$ cat src/rtl/gftt_seq_if.sv
// Bus bundle for the GFTT frame sequencer.
// Groups the frame control, upstream gradient stream, eigenvalue datapath
// drive/return and the coordinate-tagged result stream.
//   slave  : seen by the sequencer (gftt_seq)
//   master : seen by whatever drives the sequencer (controller, source, datapath)
interface gftt_seq_if;
  localparam int unsigned CW = 11;
  localparam int unsigned DW = 12;
  localparam int unsigned RW = 16;

  // frame control
  logic [CW-1:0]        wdt_m1;
  logic [CW-1:0]        hgt_m1;
  logic                 frame_start;
  logic                 abort;
  logic                 busy;
  logic                 done;
  logic                 err;
  // upstream gradients
  logic signed [DW-1:0] s_dx;
  logic signed [DW-1:0] s_dy;
  logic                 s_valid;
  logic                 s_ready;
  // eigenvalue datapath
  logic                 eig_start;
  logic                 eig_enb;
  logic signed [DW-1:0] eig_dx;
  logic signed [DW-1:0] eig_dy;
  logic                 eig_vin;
  logic [RW-1:0]        eig_dout;
  logic                 eig_vout;
  // tagged results
  logic [RW-1:0]        m_data;
  logic [CW-1:0]        m_x;
  logic [CW-1:0]        m_y;
  logic                 m_valid;

  modport slave (
    input  wdt_m1, hgt_m1, frame_start, abort,
    input  s_dx, s_dy, s_valid,
    input  eig_dout, eig_vout,
    output busy, done, err, s_ready,
    output eig_start, eig_enb, eig_dx, eig_dy, eig_vin,
    output m_data, m_x, m_y, m_valid
  );

  modport master (
    output wdt_m1, hgt_m1, frame_start, abort,
    output s_dx, s_dy, s_valid,
    output eig_dout, eig_vout,
    input  busy, done, err, s_ready,
    input  eig_start, eig_enb, eig_dx, eig_dy, eig_vin,
    input  m_data, m_x, m_y, m_valid
  );
endinterface

$ cat src/rtl/gftt_seq.sv
// GFTT frame sequencer.
// Feeds one frame of gradients into the eigenvalue datapath, appends
// FLUSH_ROWS zero rows to push the box filter's vertical latency out, then
// tags each returned result with its (x, y) image coordinate, dropping the
// first FLUSH_ROWS rows of results. A watchdog aborts a frame whose datapath
// stops returning results.
// Ports:
//   clk   : clock, rising edge
//   rst_n : asynchronous active-low reset
//   bus   : gftt_seq_if.slave (control, s_* stream, eig_* datapath, m_* results)
module gftt_seq #(
  parameter int unsigned FLUSH_ROWS = 2,
  parameter logic [15:0] TIMEOUT    = 16'd4095
) (
  input logic       clk,
  input logic       rst_n,
  gftt_seq_if.slave bus
);
  localparam int unsigned CW = 11;      // coordinate width
  localparam int unsigned OW = CW + 1;  // output row, includes flush rows
  localparam int unsigned DW = 12;      // gradient width
  localparam int unsigned RW = 16;      // result width
  localparam int unsigned NW = 24;      // expected-result counter
  localparam int unsigned WW = 16;      // watchdog counter

  typedef enum logic [1:0] {IDLE, RUN, FLUSH, DRAIN} state_t;

  state_t        state_q, state_n;
  logic [CW-1:0] wdt_q, wdt_n, hgt_q, hgt_n;
  logic [CW-1:0] ix_q, ix_n, iy_q, iy_n, ox_q, ox_n;
  logic [OW-1:0] orow_q, orow_n;
  logic [NW-1:0] remain_q, remain_n;
  logic [WW-1:0] wdog_q, wdog_n;
  logic          fin_q, fin_n;
  logic          busy_q, busy_n, done_q, done_n, err_q, err_n, s_ready_q, s_ready_n;
  logic          eig_start_q, eig_start_n, eig_enb_q, eig_enb_n, eig_vin_q, eig_vin_n;
  logic [DW-1:0] eig_dx_q, eig_dx_n, eig_dy_q, eig_dy_n;
  logic          m_valid_q, m_valid_n;
  logic [RW-1:0] m_data_q, m_data_n;
  logic [CW-1:0] m_x_q, m_x_n, m_y_q, m_y_n;
  logic          xfer, in_last_col, out_last_col;

  // State and output registers
  always_ff @(posedge clk or negedge rst_n) begin
    if (!rst_n) begin
      state_q     <= IDLE;
      wdt_q       <= '0;
      hgt_q       <= '0;
      ix_q        <= '0;
      iy_q        <= '0;
      ox_q        <= '0;
      orow_q      <= '0;
      remain_q    <= '0;
      wdog_q      <= '0;
      fin_q       <= 1'b0;
      busy_q      <= 1'b0;
      done_q      <= 1'b0;
      err_q       <= 1'b0;
      s_ready_q   <= 1'b0;
      eig_start_q <= 1'b0;
      eig_enb_q   <= 1'b0;
      eig_vin_q   <= 1'b0;
      eig_dx_q    <= '0;
      eig_dy_q    <= '0;
      m_valid_q   <= 1'b0;
      m_data_q    <= '0;
      m_x_q       <= '0;
      m_y_q       <= '0;
    end else begin
      state_q     <= state_n;
      wdt_q       <= wdt_n;
      hgt_q       <= hgt_n;
      ix_q        <= ix_n;
      iy_q        <= iy_n;
      ox_q        <= ox_n;
      orow_q      <= orow_n;
      remain_q    <= remain_n;
      wdog_q      <= wdog_n;
      fin_q       <= fin_n;
      busy_q      <= busy_n;
      done_q      <= done_n;
      err_q       <= err_n;
      s_ready_q   <= s_ready_n;
      eig_start_q <= eig_start_n;
      eig_enb_q   <= eig_enb_n;
      eig_vin_q   <= eig_vin_n;
      eig_dx_q    <= eig_dx_n;
      eig_dy_q    <= eig_dy_n;
      m_valid_q   <= m_valid_n;
      m_data_q    <= m_data_n;
      m_x_q       <= m_x_n;
      m_y_q       <= m_y_n;
    end
  end

  // Next state and next register values
  always_comb begin
    state_n      = state_q;
    wdt_n        = wdt_q;
    hgt_n        = hgt_q;
    ix_n         = ix_q;
    iy_n         = iy_q;
    ox_n         = ox_q;
    orow_n       = orow_q;
    remain_n     = remain_q;
    wdog_n       = '0;
    fin_n        = 1'b0;
    busy_n       = 1'b0;
    done_n       = 1'b0;
    err_n        = 1'b0;
    s_ready_n    = 1'b0;
    eig_start_n  = 1'b0;
    eig_enb_n    = 1'b0;
    eig_vin_n    = 1'b0;
    eig_dx_n     = '0;
    eig_dy_n     = '0;
    m_valid_n    = 1'b0;
    m_data_n     = '0;
    m_x_n        = '0;
    m_y_n        = '0;
    xfer         = bus.s_valid & s_ready_q;
    in_last_col  = (ix_q == wdt_q);
    out_last_col = (ox_q == wdt_q);

    case (state_q)
      IDLE: begin
        if (bus.frame_start) begin
          state_n     = RUN;
          wdt_n       = bus.wdt_m1;
          hgt_n       = bus.hgt_m1;
          ix_n        = '0;
          iy_n        = '0;
          ox_n        = '0;
          orow_n      = '0;
          remain_n    = (NW'(bus.hgt_m1) + NW'(FLUSH_ROWS) + NW'(1)) * (NW'(bus.wdt_m1) + NW'(1));
          eig_start_n = 1'b1;
        end
      end
      RUN: begin
        if (xfer) begin
          eig_vin_n = 1'b1;
          eig_dx_n  = bus.s_dx;
          eig_dy_n  = bus.s_dy;
          ix_n      = in_last_col ? '0 : ix_q + CW'(1);
          if (in_last_col) begin
            if (iy_q == hgt_q) begin
              iy_n    = '0;
              state_n = (FLUSH_ROWS == 0) ? DRAIN : FLUSH;
            end else begin
              iy_n = iy_q + CW'(1);
            end
          end
        end
      end
      FLUSH: begin
        // one zero pixel per cycle; iy counts flush rows here
        eig_vin_n = 1'b1;
        ix_n      = in_last_col ? '0 : ix_q + CW'(1);
        if (in_last_col) begin
          if (iy_q == CW'(FLUSH_ROWS) - CW'(1)) begin
            iy_n    = '0;
            state_n = DRAIN;
          end else begin
            iy_n = iy_q + CW'(1);
          end
        end
      end
      default: ;
    endcase

    // Tag returned results; the first FLUSH_ROWS rows are filter warm-up
    if (state_q != IDLE && !fin_q && bus.eig_vout) begin
      ox_n     = out_last_col ? '0 : ox_q + CW'(1);
      orow_n   = out_last_col ? orow_q + OW'(1) : orow_q;
      remain_n = remain_q - NW'(1);
      fin_n    = (remain_q == NW'(1));
      if (orow_q >= OW'(FLUSH_ROWS)) begin
        m_valid_n = 1'b1;
        m_data_n  = bus.eig_dout;
        m_x_n     = ox_q;
        m_y_n     = CW'(orow_q - OW'(FLUSH_ROWS));
      end
    end

    // Drain watchdog: consecutive DRAIN cycles with no result
    if (state_q == DRAIN && !fin_q && !bus.eig_vout) begin
      wdog_n = wdog_q + WW'(1);
      if (wdog_n == TIMEOUT) begin
        done_n  = 1'b1;
        err_n   = 1'b1;
        state_n = IDLE;
      end
    end

    // Last result went out as m_valid last cycle; close the frame now
    if (fin_q) begin
      done_n  = 1'b1;
      state_n = IDLE;
    end

    if (bus.abort && state_q != IDLE) begin
      state_n   = IDLE;
      done_n    = 1'b0;
      err_n     = 1'b0;
      fin_n     = 1'b0;
      eig_vin_n = 1'b0;
      eig_dx_n  = '0;
      eig_dy_n  = '0;
    end

    busy_n    = (state_n != IDLE);
    eig_enb_n = (state_n != IDLE);
    s_ready_n = (state_n == RUN);
  end

  assign bus.busy      = busy_q;
  assign bus.done      = done_q;
  assign bus.err       = err_q;
  assign bus.s_ready   = s_ready_q;
  assign bus.eig_start = eig_start_q;
  assign bus.eig_enb   = eig_enb_q;
  assign bus.eig_vin   = eig_vin_q;
  assign bus.eig_dx    = eig_dx_q;
  assign bus.eig_dy    = eig_dy_q;
  assign bus.m_valid   = m_valid_q;
  assign bus.m_data    = m_data_q;
  assign bus.m_x       = m_x_q;
  assign bus.m_y       = m_y_q;
endmodule

$ cat src/flat_wrapper.sv
// flat-port wrapper written by rule: the top's interface ports become plain ports
module gftt_seq_flat 
#(
  parameter int unsigned FLUSH_ROWS = 2,
  parameter logic [15:0] TIMEOUT    = 16'd4095
)
  (clk, rst_n, bus_wdt_m1, bus_hgt_m1, bus_frame_start, bus_abort, bus_s_dx, bus_s_dy, bus_s_valid, bus_eig_dout, bus_eig_vout, bus_busy, bus_done, bus_err, bus_s_ready, bus_eig_start, bus_eig_enb, bus_eig_dx, bus_eig_dy, bus_eig_vin, bus_m_data, bus_m_x, bus_m_y, bus_m_valid);
  gftt_seq_if bus_i ();
  input logic clk;
  input logic rst_n;
  input wire logic [$bits(bus_i.wdt_m1)-1:0] bus_wdt_m1;
  input wire logic [$bits(bus_i.hgt_m1)-1:0] bus_hgt_m1;
  input wire logic [$bits(bus_i.frame_start)-1:0] bus_frame_start;
  input wire logic [$bits(bus_i.abort)-1:0] bus_abort;
  input wire logic [$bits(bus_i.s_dx)-1:0] bus_s_dx;
  input wire logic [$bits(bus_i.s_dy)-1:0] bus_s_dy;
  input wire logic [$bits(bus_i.s_valid)-1:0] bus_s_valid;
  input wire logic [$bits(bus_i.eig_dout)-1:0] bus_eig_dout;
  input wire logic [$bits(bus_i.eig_vout)-1:0] bus_eig_vout;
  output wire logic [$bits(bus_i.busy)-1:0] bus_busy;
  output wire logic [$bits(bus_i.done)-1:0] bus_done;
  output wire logic [$bits(bus_i.err)-1:0] bus_err;
  output wire logic [$bits(bus_i.s_ready)-1:0] bus_s_ready;
  output wire logic [$bits(bus_i.eig_start)-1:0] bus_eig_start;
  output wire logic [$bits(bus_i.eig_enb)-1:0] bus_eig_enb;
  output wire logic [$bits(bus_i.eig_dx)-1:0] bus_eig_dx;
  output wire logic [$bits(bus_i.eig_dy)-1:0] bus_eig_dy;
  output wire logic [$bits(bus_i.eig_vin)-1:0] bus_eig_vin;
  output wire logic [$bits(bus_i.m_data)-1:0] bus_m_data;
  output wire logic [$bits(bus_i.m_x)-1:0] bus_m_x;
  output wire logic [$bits(bus_i.m_y)-1:0] bus_m_y;
  output wire logic [$bits(bus_i.m_valid)-1:0] bus_m_valid;
  assign bus_i.wdt_m1 = bus_wdt_m1;
  assign bus_i.hgt_m1 = bus_hgt_m1;
  assign bus_i.frame_start = bus_frame_start;
  assign bus_i.abort = bus_abort;
  assign bus_i.s_dx = bus_s_dx;
  assign bus_i.s_dy = bus_s_dy;
  assign bus_i.s_valid = bus_s_valid;
  assign bus_i.eig_dout = bus_eig_dout;
  assign bus_i.eig_vout = bus_eig_vout;
  assign bus_busy = bus_i.busy;
  assign bus_done = bus_i.done;
  assign bus_err = bus_i.err;
  assign bus_s_ready = bus_i.s_ready;
  assign bus_eig_start = bus_i.eig_start;
  assign bus_eig_enb = bus_i.eig_enb;
  assign bus_eig_dx = bus_i.eig_dx;
  assign bus_eig_dy = bus_i.eig_dy;
  assign bus_eig_vin = bus_i.eig_vin;
  assign bus_m_data = bus_i.m_data;
  assign bus_m_x = bus_i.m_x;
  assign bus_m_y = bus_i.m_y;
  assign bus_m_valid = bus_i.m_valid;
  gftt_seq #(.FLUSH_ROWS(FLUSH_ROWS), .TIMEOUT(TIMEOUT)) u_core (.clk(clk), .rst_n(rst_n), .bus(bus_i));
endmodule
$ cat config.mk
export PLATFORM = sky130hd
export DESIGN_NAME = gftt_seq_flat
export DESIGN_NICKNAME = d
export VERILOG_FILES = /design/src/rtl/gftt_seq_if.sv /design/src/rtl/gftt_seq.sv /design/src/flat_wrapper.sv
export SDC_FILE = /design/constraint.sdc
export NUM_CORES = 1
export LEC_CHECK = 0
export ABC_AREA = 0
export BUFFER_PORTS_ARGS = -buffer_cell sky130_fd_sc_hd__clkbuf_2
export CAP_MARGIN = 25
export CORE_ASPECT_RATIO = 1.4
export CORE_MARGIN = 5
export CORE_UTILIZATION = 45
export CTS_BUF_LIST = sky130_fd_sc_hd__clkbuf_8
export CTS_CLUSTER_SIZE = 12
export DETAILED_ROUTE_END_ITERATION = 10
export PLACE_DENSITY = 0.72
export SLEW_MARGIN = 20
export SYNTH_ARGS = -nofsm -noshare
export SYNTH_HDL_FRONTEND = slang
export SYNTH_SLANG_ARGS = --single-unit
$ cat constraint.sdc
create_clock -name clk -period 2.8 [get_ports clk]
set_input_delay 0.84 -clock clk [delete_from_list [all_inputs] [get_ports clk]]
set_output_delay 0.84 -clock clk [all_outputs]
set_load 0.05 [all_outputs]
==> results of run 1 <==
[per-layer routing]
metal / track usage / vias to the layer above / wire (µm)
li1: - / 5437 / -
met1: 0.2379 / 5564 / 13060
met2: 0.3681 / 278 / 17780
met3: 0.02685 / 64 / 1699
met4: 0.07959 / 0 / 1131
met5: 0 / - / 0
[layout by cell type (no fill, tap or decap), types with 6 or more instances in the layout]
master / netlist / layout
nand2_1: 194 / 183
a21oi_2: 0 / 10
and3_1: 17 / 17
o21ai_0: 65 / 55
clkbuf_2: 0 / 133
nand2_2: 0 / 9
and2_1: 60 / 59
or3_1: 9 / 8
nor4_1: 15 / 14
inv_1: 158 / 134
a21oi_1: 51 / 37
xnor2_2: 0 / 6
nand2b_4: 0 / 6
nand4_1: 19 / 19
ha_1: 81 / 57
conb_1: 2 / 11
fa_2: 0 / 7
a211oi_1: 8 / 6
o21ai_1: 2 / 7
clkbuf_8: 0 / 19
buf_6: 0 / 24
xnor2_1: 53 / 45
nor2_1: 144 / 140
nand3_1: 43 / 42
xor2_1: 79 / 75
buf_4: 1 / 171
nand2b_1: 37 / 31
nor2b_1: 13 / 11
inv_2: 1 / 25
ha_4: 0 / 23
nor3_1: 26 / 25
fa_1: 109 / 102
dfrtp_1: 179 / 179
[worst max-delay path, delay by kind of cell]
family / cells / cell delay (ns)
adders and majority gates: 7 / 2.84
AOI/OAI and AO/OA: 7 / 1.15
and+or+nand+nor: 5 / 0.96
buffers and inverters: 5 / 0.42
xor gates and xnor gates: 2 / 0.35
[where the power goes]
group / switching [W] / internal, W / total (W)
sequential: 0.000456 / 0.00304 / 0.00349
clock: 0.000936 / 0.000919 / 0.00185
combinational: 0.00622 / 0.00606 / 0.0123
total: 0.00762 / 0.0100 / 0.0176
[path summary, 6_finish.rpt]
| check | startpoint | to | slack (ns) |
|---|---|---|---|
| setup reg to reg | u_core.wdog_q[0] | u_core.bus.s_ready | 0.17 |
| hold / removal | rst_n | u_core.bus.m_data[9] | 0.36 |
| min in group clk | u_core.hgt_q[7] | u_core.hgt_q[7] | 0.51 |
| max in group asynchronous | rst_n | u_core.bus.m_y[3] | 1.69 |
| hold reg to reg | u_core.hgt_q[7] | u_core.hgt_q[7] | 0.51 |
| setup / recovery | bus_hgt_m1[1] | u_core.remain_q[22] | -3.45 |
[cell type report]
cell class / count / area share
tap: 385 / 0.02750
timing repair buffer: 336 / 0.1355
antenna: 1 / 0.0001428
inverter: 159 / 0.03478
multi-input combinational: 1111 / 0.5224
sequential: 179 / 0.2557
clock inverter: 13 / 0.009856
clock buffer: 18 / 0.01414
[flip-flops by register name, indices dropped and copies added (netlist names), 2 cells and up]
signal             flops
u_core.wdog_q         16
u_core.bus.m_x        11
u_core.wdt_q          11
u_core.state_q         2
u_core.orow_q         12
u_core.ix_q           11
u_core.remain_q       24
u_core.bus.eig_dx     12
u_core.bus.eig_dy     12
u_core.hgt_q          11
u_core.bus.m_data     16
u_core.ox_q           11
u_core.iy_q           11
u_core.bus.m_y        11
[what timing repair did]
item / in CTS / in global routing
hold buffers: 0 / 0
setup buffers: 14 / 9
pin swaps: 65 / 44
setup endpoints to repair: 21 / 22
gates resized for setup: 87 / 36
[stage by stage]
step           setup WS [ns]  instances  hold slack, ns
2_1_floorplan         -3.671       1497          0.4652
3_3_place_gp          -3.980       2149          0.4809
3_5_place_dp          -4.117       2150          0.4908
4_1_cts               -3.423       2193          0.3430
5_1_grt               -3.663       2201          0.3774
6_report              -3.447       2202          0.3552
[kinds of logic after synthesis]
logic type / Yosys count
flops: 179
simple gates: 602
mux: 1
xor+xnor: 132
compound gates: 175
other cells: 2
buf+inv: 207
fa+ha+maj: 190
==> results.json, run 1 <==
{
  "die_width_um": 156.7,
  "synth_flop_cell": "dfrtp_1",
  "synth-compound-area-share": 0.07748,
  "crit_path_start_kind": "input pin",
  "drv_cap": 0,
  "io_buffers": 137,
  "relSlewSlack": 0.4783,
  "ir_drop_mv": 0.8581,
  "cts.sinks": 179,
  "yosysTopAreaCell": "dfrtp_1",
  "drive_gt1_frac": 0.2797,
  "synth_cell_types": 64,
  "drcViolationCount": 0,
  "netlist.area_leader.share": 0.3302,
  "syn-cell-area_mm2": 0.01357,
  "drv_slew": 0,
  "critPathArrivalTime_ns": 6.57,
  "cp.required_ns": 3.12,
  "synth_seq_cells": 179,
  "grt_usage": 0.2020,
  "firstDrtPassIters": 5,
  "yosys_warnings": 0,
  "layout_setup_ws_ns": -3.447,
  "core-area_mm2": 0.02984,
  "power.density_mw_per_mm2": 1007,
  "fillers": 2533,
  "post_dp_cell_area_mm2": 0.01634,
  "status": "complete, but fails checks",
  "ys_top_cells_by_area": "dfrtp_1 (33%), fa_1 (16%), ha_1 (7.5%), nand2_1 (5.4%), xor2_1 (5.1%)",
  "synth_simple_gate_area_frac": 0.2124,
  "final_area_mm2": 0.01752,
  "hpwl_um": 27250,
  "ioPinCount": 138,
  "grt-ovfl-total": 0,
  "grt_max_degree": 65,
  "setup_violations": 21,
  "ctsHtreeMaxLevel": 4,
  "clockBufferDepth": 2,
  "syn2layout_area_growth_pct": 29.15,
  "synth_mux_area_frac": 0.0008301,
  "power_leakage_nw": 8.604,
  "finClkSkew_ns": 0.01241,
  "worstSetupPathType": "input pin to flop",
  "rsz0062_at_grt": "yes",
  "cpMaxStageDelayCell": "fa_1",
  "antenna_left": 0,
  "critPathMostFrequentCell": "fa_1",
  "grt_pass1_wl_um": 56080,
  "synthXorXnorAreaFrac": 0.08522,
  "synth_async_sr_flop_share": 1.000,
  "synth.top_cells.by_count": "nand2_1 (194), dfrtp_1 (179), inv_1 (158)",
  "synth_edf_count": 0,
  "clockRootBuffer": "clkbuf_8",
  "fin_nets": 2062,
  "synth-adder-area-share": 0.2356,
  "seq_area_mm2": 0.004479,
  "rows": 75,
  "yosysMostFrequentCell": "nand2_1",
  "fp.dieH_um": 215.4,
  "power_w": 0.01763,
  "viasPerCell": 5.151,
  "max_freq_ghz": 0.1601,
  "syn_inst": 1488,
  "numCtsBuffers": 17,
  "crit_path_end_kind": "flop",
  "multi_input_comb_area_mm2": 0.009153,
  "synth_top_family_by_area": "adder cells",
  "avgSynthCellArea_um2": 9.117,
  "holdCritPathClass": "input pin to async pin",
  "gp_congestion": 0.9186,
  "vias": 11343,
  "synth-seq-area-share": 0.3302,
  "wl_per_cell_um": 15.29,
  "hold_viol_final": 0,
  "violations": "setup timing",
  "grt_pass1_vias": 11871,
  "cts_tree": "done",
  "utilization": 0.5871,
  "antenna_found_initial": 0,
  "min_period_over_period": 2.231,
  "critPathMaxFanout": 5,
  "slowest_delay_ns": 0.50,
  "min_period_ns": 6.247,
  "tightest_slew_ns": 0.7769,
  "r2r.worst_path.cells": 8,
  "clk_pin_slew_ns": 0.08,
  "insertion_delay_ns": 0.47,
  "wirelength_um": 33670,
  "floorplan.initialDensity": 0.4546,
  "dieArea_mm2": 0.03377,
  "drtIter0Drc": 488,
  "tns_ns": -58.45
}
Note: power is estimated with default switching activity, not from simulation.
==> run 2: changes to the inputs <==
Settings changed: PLACE_DENSITY 0.72 to 0.62.
==> run 2 against run 1 <==
  * The flow still finishes with violations (setup timing)
  * Critical path depth grew 1
  * Wire length increased by 3.8%
  * First-iteration DRC count decreased by 17%
  * Clock skew up 0.0073 ns
  * Clock power grew 4%
  * Core utilization grew 0.73 points
  * Largest cell class unchanged
  * Power grew 4.3%
  * Largest power group unchanged
==> results.json, run 2 (same netlist as run 1, synthesis figures left out) <==
{
  "top_register": "u_core.remain_q",
  "finClkSkew_ns": 0.01972,
  "rows": 75,
  "hpwl_um": 27550,
  "cp.required_ns": 3.14,
  "status": "complete, but fails checks",
  "power_leakage_nw": 8.758,
  "path_delay_family": "adder cells",
  "worstSetupPathType": "input pin to flop",
  "ctsHoldBuffers": 0,
  "power.density_mw_per_mm2": 1037,
  "numCtsBuffers": 17,
  "place_ws_ns": -4.041,
  "drtIter0Drc": 407,
  "wirelength_um": 34940,
  "core-area_mm2": 0.02984,
  "crit_end": "u_core.remain_q[23]",
  "rrSetupSlack_ns": 0.17,
  "dieArea_mm2": 0.03377,
  "cp.depth": 27,
  "hold_slack_ns": 0.2710,
  "tightest_slew_ns": 0.7152,
  "ctsHtreeMaxLevel": 4,
  "ir_drop_mv": 0.9163,
  "drv_cap": 0,
  "layout_setup_ws_ns": -3.482,
  "critPathMostFrequentCell": "fa_1",
  "grt_pass1_vias": 11992,
  "placed_cells": 2151,
  "layout_common_cells": "buf_4 (194), nand2_1 (180), dfrtp_1 (179), inv_1 (139), nor2_1 (135)",
  "violations": "setup timing",
  "power_w": 0.01839,
  "vias": 11275,
  "drcViolationCount": 0,
  "rr_endpoint": "u_core.bus.s_ready",
  "hold_viol_final": 0,
  "fin_nets": 2082,
  "insertion_delay_ns": 0.48,
  "cp_num_buf_inv": 7,
  "wl_per_cell_um": 15.72,
  "grt_max_degree": 56,
  "final_cells": 2222,
  "ioPinCount": 138,
  "num_antenna_cells": 0,
  "largest_reg_flops": 24,
  "grt_usage": 0.2116,
  "critPathMaxFanout": 5,
  "grt_pass1_wl_um": 58060,
  "rr_startpoint": "u_core.wdog_q[0]",
  "grt-ovfl-total": 0,
  "min_period_ns": 6.282,
  "antenna_found_initial": 0,
  "viasPerCell": 5.074,
  "cts.sinks": 179,
  "max_freq_ghz": 0.1592,
  "clockBufferDepth": 2,
  "drv_slew": 0,
  "fp.dieH_um": 215.4,
  "floorplan.initialDensity": 0.4546,
  "drive_gt1_frac": 0.2918,
  "clockRootBuffer": "clkbuf_8",
  "firstDrtPassIters": 4,
  "holdCritPathClass": "input pin to async pin",
  "min_period_over_period": 2.244,
  "setup_violations": 21,
  "slowest_delay_ns": 0.56,
  "syn2layout_area_growth_pct": 30.74,
  "rsz0062_at_grt": "yes",
  "antenna_left": 0,
  "crit_path_end_kind": "flop",
  "gp_congestion": 0.8991,
  "cts_tree": "done",
  "fillers": 2632,
  "critPathLaunch": "bus_hgt_m1[2]",
  "crit_path_start_kind": "input pin",
  "relSlewSlack": 0.5227,
  "die_width_um": 156.7,
  "io_buffers": 137,
  "clk_pin_slew_ns": 0.09,
  "cpMaxStageDelayCell": "fa_2",
  "critPathArrivalTime_ns": 6.62,
  "r2r.worst_path.cells": 8,
  "final_common_cell": "buf_4"
}
## run 2: routing by layer
layer / up-vias / global-route usage / wire length, µm
met5: - / 0 / 0
met4: 0 / 0.08249 / 1225
met3: 70 / 0.02625 / 1383
met2: 250 / 0.3905 / 18500
met1: 5478 / 0.2463 / 13830
li1: 5477 / - / -
## run 2: report_power, final
part	internal (W)	total, W	switching (W)	leakage, nW
Combinational	0.00630	0.0130	0.00668	6.15
Sequential	0.00304	0.00348	0.000444	2.39
Clock	0.000971	0.00193	0.000957	0.219
## run 2: worst register-to-register path, stage by stage (launching register included)
cell and delay (ns):
dfrtp_1 0.45, ha_1 0.25, xnor2_1 0.14, or4_1 0.45, or4_1 0.46, a2111oi_2 0.36, nor2_1 0.10, and3_4 0.19
and2_4 0.13
## run 2: through the flow
| stage | cell area (µm²) | TNS [ns] | util |
|---|---|---|---|
| final | 17740 | -57.83 | 0.5943 |
| after global routing | 17740 | -61.18 | 0.5943 |
| after CTS | 17310 | -56.43 | 0.5801 |
| after detailed placement | 16340 | -71.24 | 0.5475 |
| after global placement | 16340 | -69.71 | 0.5475 |
| after floorplan | 14000 | -58.30 | - |
## run 2: how the worst min path moves through the flow
stage,endpoint,slack [ns],cells after the start
floorplan,u_core.hgt_q[2],0.47,2
global placement,u_core.hgt_q[3],0.48,2
detailed placement,u_core.hgt_q[3],0.49,2
CTS,u_core.bus.m_data[11],0.26,1
global route,u_core.bus.m_data[11],0.28,1
finish,u_core.bus.m_data[11],0.27,1
## run 2: area by class of cell
class / instances / area (µm²) / area share
multi-input cells: 1111 / 9183 / 0.5177
flip-flops and latches: 179 / 4479 / 0.2526
repair buffers: 356 / 2542 / 0.1434
inverters: 159 / 609.3 / 0.03436
well taps: 385 / 481.7 / 0.02716
clock buffers: 20 / 275.3 / 0.01552
clock inverters: 12 / 165.2 / 0.009312
## run 2: timing repair
item / in CTS / in global routing
endpoints found under the setup margin: 21 / 22
pin swaps: 51 / 62
setup buffers: 22 / 17
gates resized for setup: 75 / 61
